$ cat src/rtl/axi2mem_r_buffer.sv
`default_nettype none
// ============================================================================
// Module      : axi2mem_r_buffer
// Description : Elastic in-order FIFO on the AXI read-data (R) channel of the
//               axi2mem bridge. Beats from the memory-side read unit (slave
//               side) are packed {DATA,RESP,ID,USER,LAST} into DEPTH entries
//               and replayed to the AXI R port (master side). The FIFO sustains
//               one beat per cycle. slave_ready_o depends only on registered
//               state, so there is no combinational path from master_ready_i
//               back to slave_ready_o.
// Revision    : 1.0 - initial release
// ----------------------------------------------------------------------------
// Ports:
//   clk_i          clock, rising edge
//   rst_ni         synchronous active-low reset
//   slave_valid_i  read beat valid (memory side)
//   slave_data_i   RDATA          slave_resp_i  RRESP
//   slave_id_i     RID            slave_user_i  RUSER
//   slave_last_i   RLAST
//   slave_ready_o  buffer can accept a beat
//   master_valid_o RVALID         master_data_o RDATA
//   master_resp_o  RRESP          master_id_o   RID
//   master_user_o  RUSER          master_last_o RLAST
//   master_ready_i RREADY
//   count_o        number of occupied entries
// ============================================================================
module axi2mem_r_buffer #(
  parameter int DATA_WIDTH = 64,
  parameter int ID_WIDTH   = 4,
  parameter int USER_WIDTH = 6,
  parameter int DEPTH      = 2,
  parameter int CNT_WIDTH  = $clog2(DEPTH + 1)
) (
  input  logic                  clk_i,
  input  logic                  rst_ni,
  input  logic                  slave_valid_i,
  input  logic [DATA_WIDTH-1:0] slave_data_i,
  input  logic [1:0]            slave_resp_i,
  input  logic [ID_WIDTH-1:0]   slave_id_i,
  input  logic [USER_WIDTH-1:0] slave_user_i,
  input  logic                  slave_last_i,
  output logic                  slave_ready_o,
  output logic                  master_valid_o,
  output logic [DATA_WIDTH-1:0] master_data_o,
  output logic [1:0]            master_resp_o,
  output logic [ID_WIDTH-1:0]   master_id_o,
  output logic [USER_WIDTH-1:0] master_user_o,
  output logic                  master_last_o,
  input  logic                  master_ready_i,
  output logic [CNT_WIDTH-1:0]  count_o
);

  localparam int ENTRY_W = DATA_WIDTH + 2 + ID_WIDTH + USER_WIDTH + 1;
  localparam int PTR_W   = $clog2(DEPTH);
  localparam logic [CNT_WIDTH-1:0] FULL_CNT = CNT_WIDTH'(DEPTH);

  logic [ENTRY_W-1:0]   mem_q [DEPTH];
  logic [PTR_W-1:0]     wr_ptr_q, wr_ptr_d;
  logic [PTR_W-1:0]     rd_ptr_q, rd_ptr_d;
  logic [CNT_WIDTH-1:0] count_q, count_d;
  // Registered "not full" flag; held low by reset so the slave side only
  // opens in the cycle after the first edge that sees rst_ni released.
  logic                 ready_q, ready_d;

  logic                 push, pop;
  logic [ENTRY_W-1:0]   wr_entry, rd_entry;

  // rst_ni gates ready so the slave side is closed for the whole reset
  // window; this does not involve master_ready_i.
  assign slave_ready_o  = ready_q & rst_ni;
  assign master_valid_o = (count_q != '0);

  assign push = slave_valid_i & slave_ready_o;
  assign pop  = master_valid_o & master_ready_i;

  assign wr_entry = {slave_data_i, slave_resp_i, slave_id_i, slave_user_i, slave_last_i};
  assign rd_entry = mem_q[rd_ptr_q];

  always_comb begin
    wr_ptr_d = wr_ptr_q;
    rd_ptr_d = rd_ptr_q;
    count_d  = count_q;
    // DEPTH is a power of two, so natural pointer overflow is the wrap.
    if (push) wr_ptr_d = PTR_W'(wr_ptr_q + 1'b1);
    if (pop)  rd_ptr_d = PTR_W'(rd_ptr_q + 1'b1);
    case ({push, pop})
      2'b10:   count_d = count_q + 1'b1;
      2'b01:   count_d = count_q - 1'b1;
      default: count_d = count_q;
    endcase
    ready_d = (count_d != FULL_CNT);
  end

  always_ff @(posedge clk_i) begin
    if (!rst_ni) begin
      wr_ptr_q <= '0;
      rd_ptr_q <= '0;
      count_q  <= '0;
      ready_q  <= 1'b0;
    end else begin
      wr_ptr_q <= wr_ptr_d;
      rd_ptr_q <= rd_ptr_d;
      count_q  <= count_d;
      ready_q  <= ready_d;
    end
  end

  // Storage is not reset; it is only written on an accepted beat, so
  // unknown payload presented with slave_valid_i low never lands here.
  always_ff @(posedge clk_i) begin
    if (push) mem_q[wr_ptr_q] <= wr_entry;
  end

  // Payload is forced to zero when empty so stale entries never show.
  always_comb begin
    master_data_o = '0;
    master_resp_o = '0;
    master_id_o   = '0;
    master_user_o = '0;
    master_last_o = 1'b0;
    if (master_valid_o) begin
      {master_data_o, master_resp_o, master_id_o, master_user_o, master_last_o} = rd_entry;
    end
  end

  assign count_o = count_q;

endmodule
`default_nettype wire

$ cat config.mk
export PLATFORM = sky130hd
export DESIGN_NAME = axi2mem_r_buffer
export DESIGN_NICKNAME = d
export VERILOG_FILES = /design/src/rtl/axi2mem_r_buffer.sv
export SDC_FILE = /design/constraint.sdc
export NUM_CORES = 1
export LEC_CHECK = 0
export BUFFER_PORTS_ARGS = -buffer_cell sky130_fd_sc_hd__buf_2
export CORE_ASPECT_RATIO = 1.75
export CORE_UTILIZATION = 35
export DETAILED_ROUTE_END_ITERATION = 16
export HOLD_SLACK_MARGIN = 0.02
export PLACE_DENSITY = 0.55
export SETUP_SLACK_MARGIN = 0.02
export SLEW_MARGIN = 20
export SYNTH_ARGS = -nofsm -noshare
export SYNTH_HDL_FRONTEND = slang
export SYNTH_SLANG_ARGS = --single-unit
$ cat constraint.sdc
create_clock -name clk_i -period 6.06 [get_ports clk_i]
set_input_delay 0.606 -clock clk_i [delete_from_list [all_inputs] [get_ports clk_i]]
set_output_delay 0.606 -clock clk_i [all_outputs]
set_load 0.03 [all_outputs]
Word-level counts from Yosys, hierarchy flattened. Memories as Yosys holds them, arrays and structs flattened. A register that Yosys moved wholly into a read port is not among the register bits. Index checks and enable logic that the tools add are counted.

$add $sub $neg: 4. Multipliers: 0. Div/mod/pow operators: 0. Magnitude comparators: 0. Equality and inequality tests: 3. Shift-type cells: 0. Muxes and demuxes: 10. Bitwise operators: 3. Reductions and logical operators: 1.

Operators by type and width (number): 64-bit two-way mux (1); 6-bit two-way mux (1); 1-bit two-way mux (5); 4-bit two-way mux (1); 2-bit case mux with 2 select lines (1); 1-bit AND (3); 1-bit adder, second input constant (2); 2-bit by 1-bit adder with 2-bit output, second input constant (1); 2-bit by 1-bit equality test with 1-bit output, second input constant (1); 2-bit equality test, second input constant (1); 2-bit two-way mux (1); 2-bit inequality test, second input constant (1); 2-bit nonzero test (1); 2-bit by 1-bit subtractor with 2-bit output, second input constant (1).

Register bits after elaboration: 5. Bits in latches: 0. RAM bits: 154. ROM bits: 0. Input bits: 81. Output and inout port bits: 81. Memories: 1.

Memories: mem_q (depth 2, bits a word 77, read ports 1, clocked after memory_dff 1, write ports 1, RTL line 57) `logic [ENTRY_W-1:0] mem_q [DEPTH];`.

Depth between registers and ports, before layout.
Word-level depth: 5. Mapped depth: 7. Gate-level depth less buffers: 6.

Worst setup path before layout. Ideal clock, no wire load.

Kind: input to register. From: input rst_ni. To: memory mem_q[0][0] in the netlist's numbering, enable pin. Setup time: 0.513 ns. Data arrival time: 4.275 ns. Required time: 5.547 ns. Path slack: 1.272 ns. Cell stages on the path: 3. Buffers on the path: 0. Path through: and2_1 > nand2_1 > nor2_1.

Cells in the longest elaborated chain, start to end: 4.

RTL lines: start: declaration (RTL line 35) `input logic rst_ni,`; 1-bit AND (RTL line 70) `assign slave_ready_o = ready_q & rst_ni;`; 1-bit AND (RTL line 73) `assign push = slave_valid_i & slave_ready_o;`; 1-bit two-way mux (RTL line 111) `if (push) mem_q[wr_ptr_q] <= wr_entry;`; 1-bit two-way mux (implied by the code) (RTL line 111); end: declaration (RTL line 57).

No other way between the ends.

==> metrics.md <==
| Metric | Value |
|---|---|
| Setup Skew | `6.99 ps` |
| Die Ht | `177 µm` |
| Hold buffers post-CTS | `0` |
| Setup repair bufs after CTS | `0` |
| Final wirelength | `11.9 mm` |
| Max Fclk | `321 MHz` |
| Non-filler instance count after layout | `764` |
| WP data arrival | `2510 ps` |
| Slew Viols, Final | `0` |
| PwrDens | `391 nW/µm²` |
| Worst-Margin Slew | `769 ps` |
| Synthesized net count | `440` |
| CP max FO | `40` |
| Leading cell type in the layout, fill and taps excluded | `buf_2` |
| I/O Pins | `162` |
| Seq/Total Area, Yosys | `77.8%` |
| Final #Nets | `606` |
| Post-route ant nets | `0` |
| DR WL/cell | `15.6 µm` |
| Number of fill cells | `1586` |
| Top cells by area, synth | `edfxtp_1 (76%), mux2i_1 (13%), nor2_1 (4.9%), dfxtp_1 (2.0%), buf_6 (0.92%)` |
| Compound-Gate Fraction of Synth Area | `0.451%` |
| DP Worst Slack | `3230 ps` |
| Initial DRC count | `87` |
| DIE WIDTH | `102 µm` |
| Final setup viols | `0` |
| Wire length of the first global-routing pass | `18.0 mm` |
| CTS Sinks | `160` |
| Worst-case clock buffer depth | `2` |
| Main combinational cell family by area after synthesis | `multiplexers` |
| Layout cells sized above 1 | `37.0%` |
| Minimum clock period | `3110 ps` |
| DP HPWL | `7.59 mm` |
| DRT Pass-1 Iters | `4` |
| CTS buffer count | `17` |
| Unique masters post-synth | `21` |
| Largest net degree at the start of global routing | `78` |
| Final hold vios | `0` |
| Crit path max-delay family | `buffers and inverters` |
| Layout area overhead | `26.4%` |
| Multiplexer share of the synthesized area | `12.6%` |
| PostCTS Resize Cnt | `0` |
| WP buf/inv | `2` |
| Initial core utilization | `35.8%` |
| Die area | `18000 µm²` |
| Global route total overflow | `0` |
| Ys Warns | `0` |
| Clock root buffer | `clkbuf_16` |
| Crit. End Element | `primary output` |
| Critical Path RT | `5450 ps` |
| Worst IR drop on VDD | `0.217 mV` |
| Simple-gate portion of the synthesized area | `5.95%` |
| Rel. slew slack | `48.6%` |
| Vias in the first global route | `3619` |
| Synthesized flop and latch total | `160` |
| Clock Latency Late Sink | `410 ps` |
| Xor/xnor cell area share of the yosys netlist | `0.718%` |
| Critical Path Source Type | `flop` |
| Routing usage on met1 | `13.5%` |
| CTS clk-pin slew, worst paths | `60 ps` |
| Dominant cell type by area after synthesis | `edfxtp_1` |
| H-tree depth | `4` |
| Via Count | `3405` |
| Setup TNS | `0 ps` |
| CTS tree | `yes` |
| WS Path Type | `flop to primary output` |
| Cells after synthesis | `358` |
| Avg Cell Area, Syn | `17.0 µm²` |
| Row count | `63` |
| Setup ws final | `2950 ps` |
| Inst Count DP | `731` |
| Met3 usage | `4.11%` |
| Synth Area in Adders | `0.205%` |
| Initial antenna violation count | `1` |
| Outcome | `finished clean` |
| Most frequent cells in the layout | `buf_2 (161), edfxtp_1 (154), nor2_1 (78)` |
| Global-route layer with the greatest usage | `met2` |
| Total GRT Usage | `13.7%` |
| Slowest CP cell | `dfxtp_4` |
| HP Class | `primary input to flop` |
| Number of port buffers | `161` |
| CORE AREA | `17000 µm²` |
| GPL Wtd Cong | `0.689` |
| Vias per cell | `4.46` |
| # Max-Cap Violations | `0` |
| P_leak | `2.87 nW` |
| Worst path max stage delay | `810 ps` |
| Crit path cell chain | `buf_4 -> mux2i_1 -> nor2_1 -> buf_2` |
| Mapped Area | `6100 µm²` |
| Residual DRC | `0` |
| Share of the synthesized area in the top cell type | `75.8%` |
| RSZ-0062 raised after global routing | `no` |
| Met2 GRT Util | `26.1%` |
| Final period util | `51.3%` |
==> report_power, final <==
group          leakage [nW]  total, mW  internal [mW]  switching [mW]
combinational          1.15      0.654          0.205           0.449
sequential             1.45       1.30           1.26          0.0424
clock                 0.275       1.07          0.647           0.419
==> metal layers <==
metal | wire (µm) | vias up
met5 | 0 | -
met1 | 4460 | 1649
met4 | 121 | 0
li1 | - | 1650
met2 | 6760 | 100
met3 | 568 | 6
==> metrics by stage <==
step / cell area, µm² / utilization (%) / power, mW / hold WS (ps)
after CTS: 7690 / 45.1 / 3.07 / 360
after floorplan: 6100 / - / 1.81 / 552
final: 7710 / 45.3 / 3.02 / 380
after global placement: 7100 / 41.7 / 1.99 / 570
after detailed placement: 7100 / 41.7 / 1.99 / 571
after global routing: 7710 / 45.3 / 3.15 / 357
==> cell families after synthesis <==
family / after synthesis
xor+xnor: 5
simple gates: 90
buf+inv: 20
fa+ha+maj: 1
flops: 160
mux: 77
compound gates: 5
==> state kept, by name, indices dropped and copies added, names as in the netlist, named ones only <==
signal	cells
count_o	2
mem_q	154
rd_ptr_q	1
ready_q	1
wr_ptr_q	1
==> worst paths after layout <==
path	cells after the start	end	from	slack, ps
max	4	master_data_o[21]	flop	2950
min	1	mem_q[1][56]	slave_data_i[43]	380
max reg2reg	4	mem_q[0][18]	ready_q	3730
min reg2reg	2	flop	rd_ptr_q	590
==> synth_stat cells <==
master and count:
o21ai_1 1, xor2_1 1, buf_2 7, mux2i_1 77, and2_1 5, buf_1 1, nor2_4 1, dfxtp_1 6
xnor2_1 4, and3_1 1, a21oi_1 1, edfxtp_1 154, buf_6 5, inv_1 2, a21boi_1 1, nor2_1 79
nand2_1 3, or3_1 1, ha_1 1, buf_4 5, o21ai_0 2
==> area by class of cell <==
type	instances	area, µm²	area share [%]
multi-input cells	178	1230	15.9
well taps	227	284	3.68
inverters	2	7.51	0.0973
clock inverters	12	160	2.08
repair buffers	165	848	11.0
flip-flops and latches	160	4750	61.6
diodes	2	5.00	0.0649
clock buffers	18	429	5.56
(Power assumes the default switching activity.)
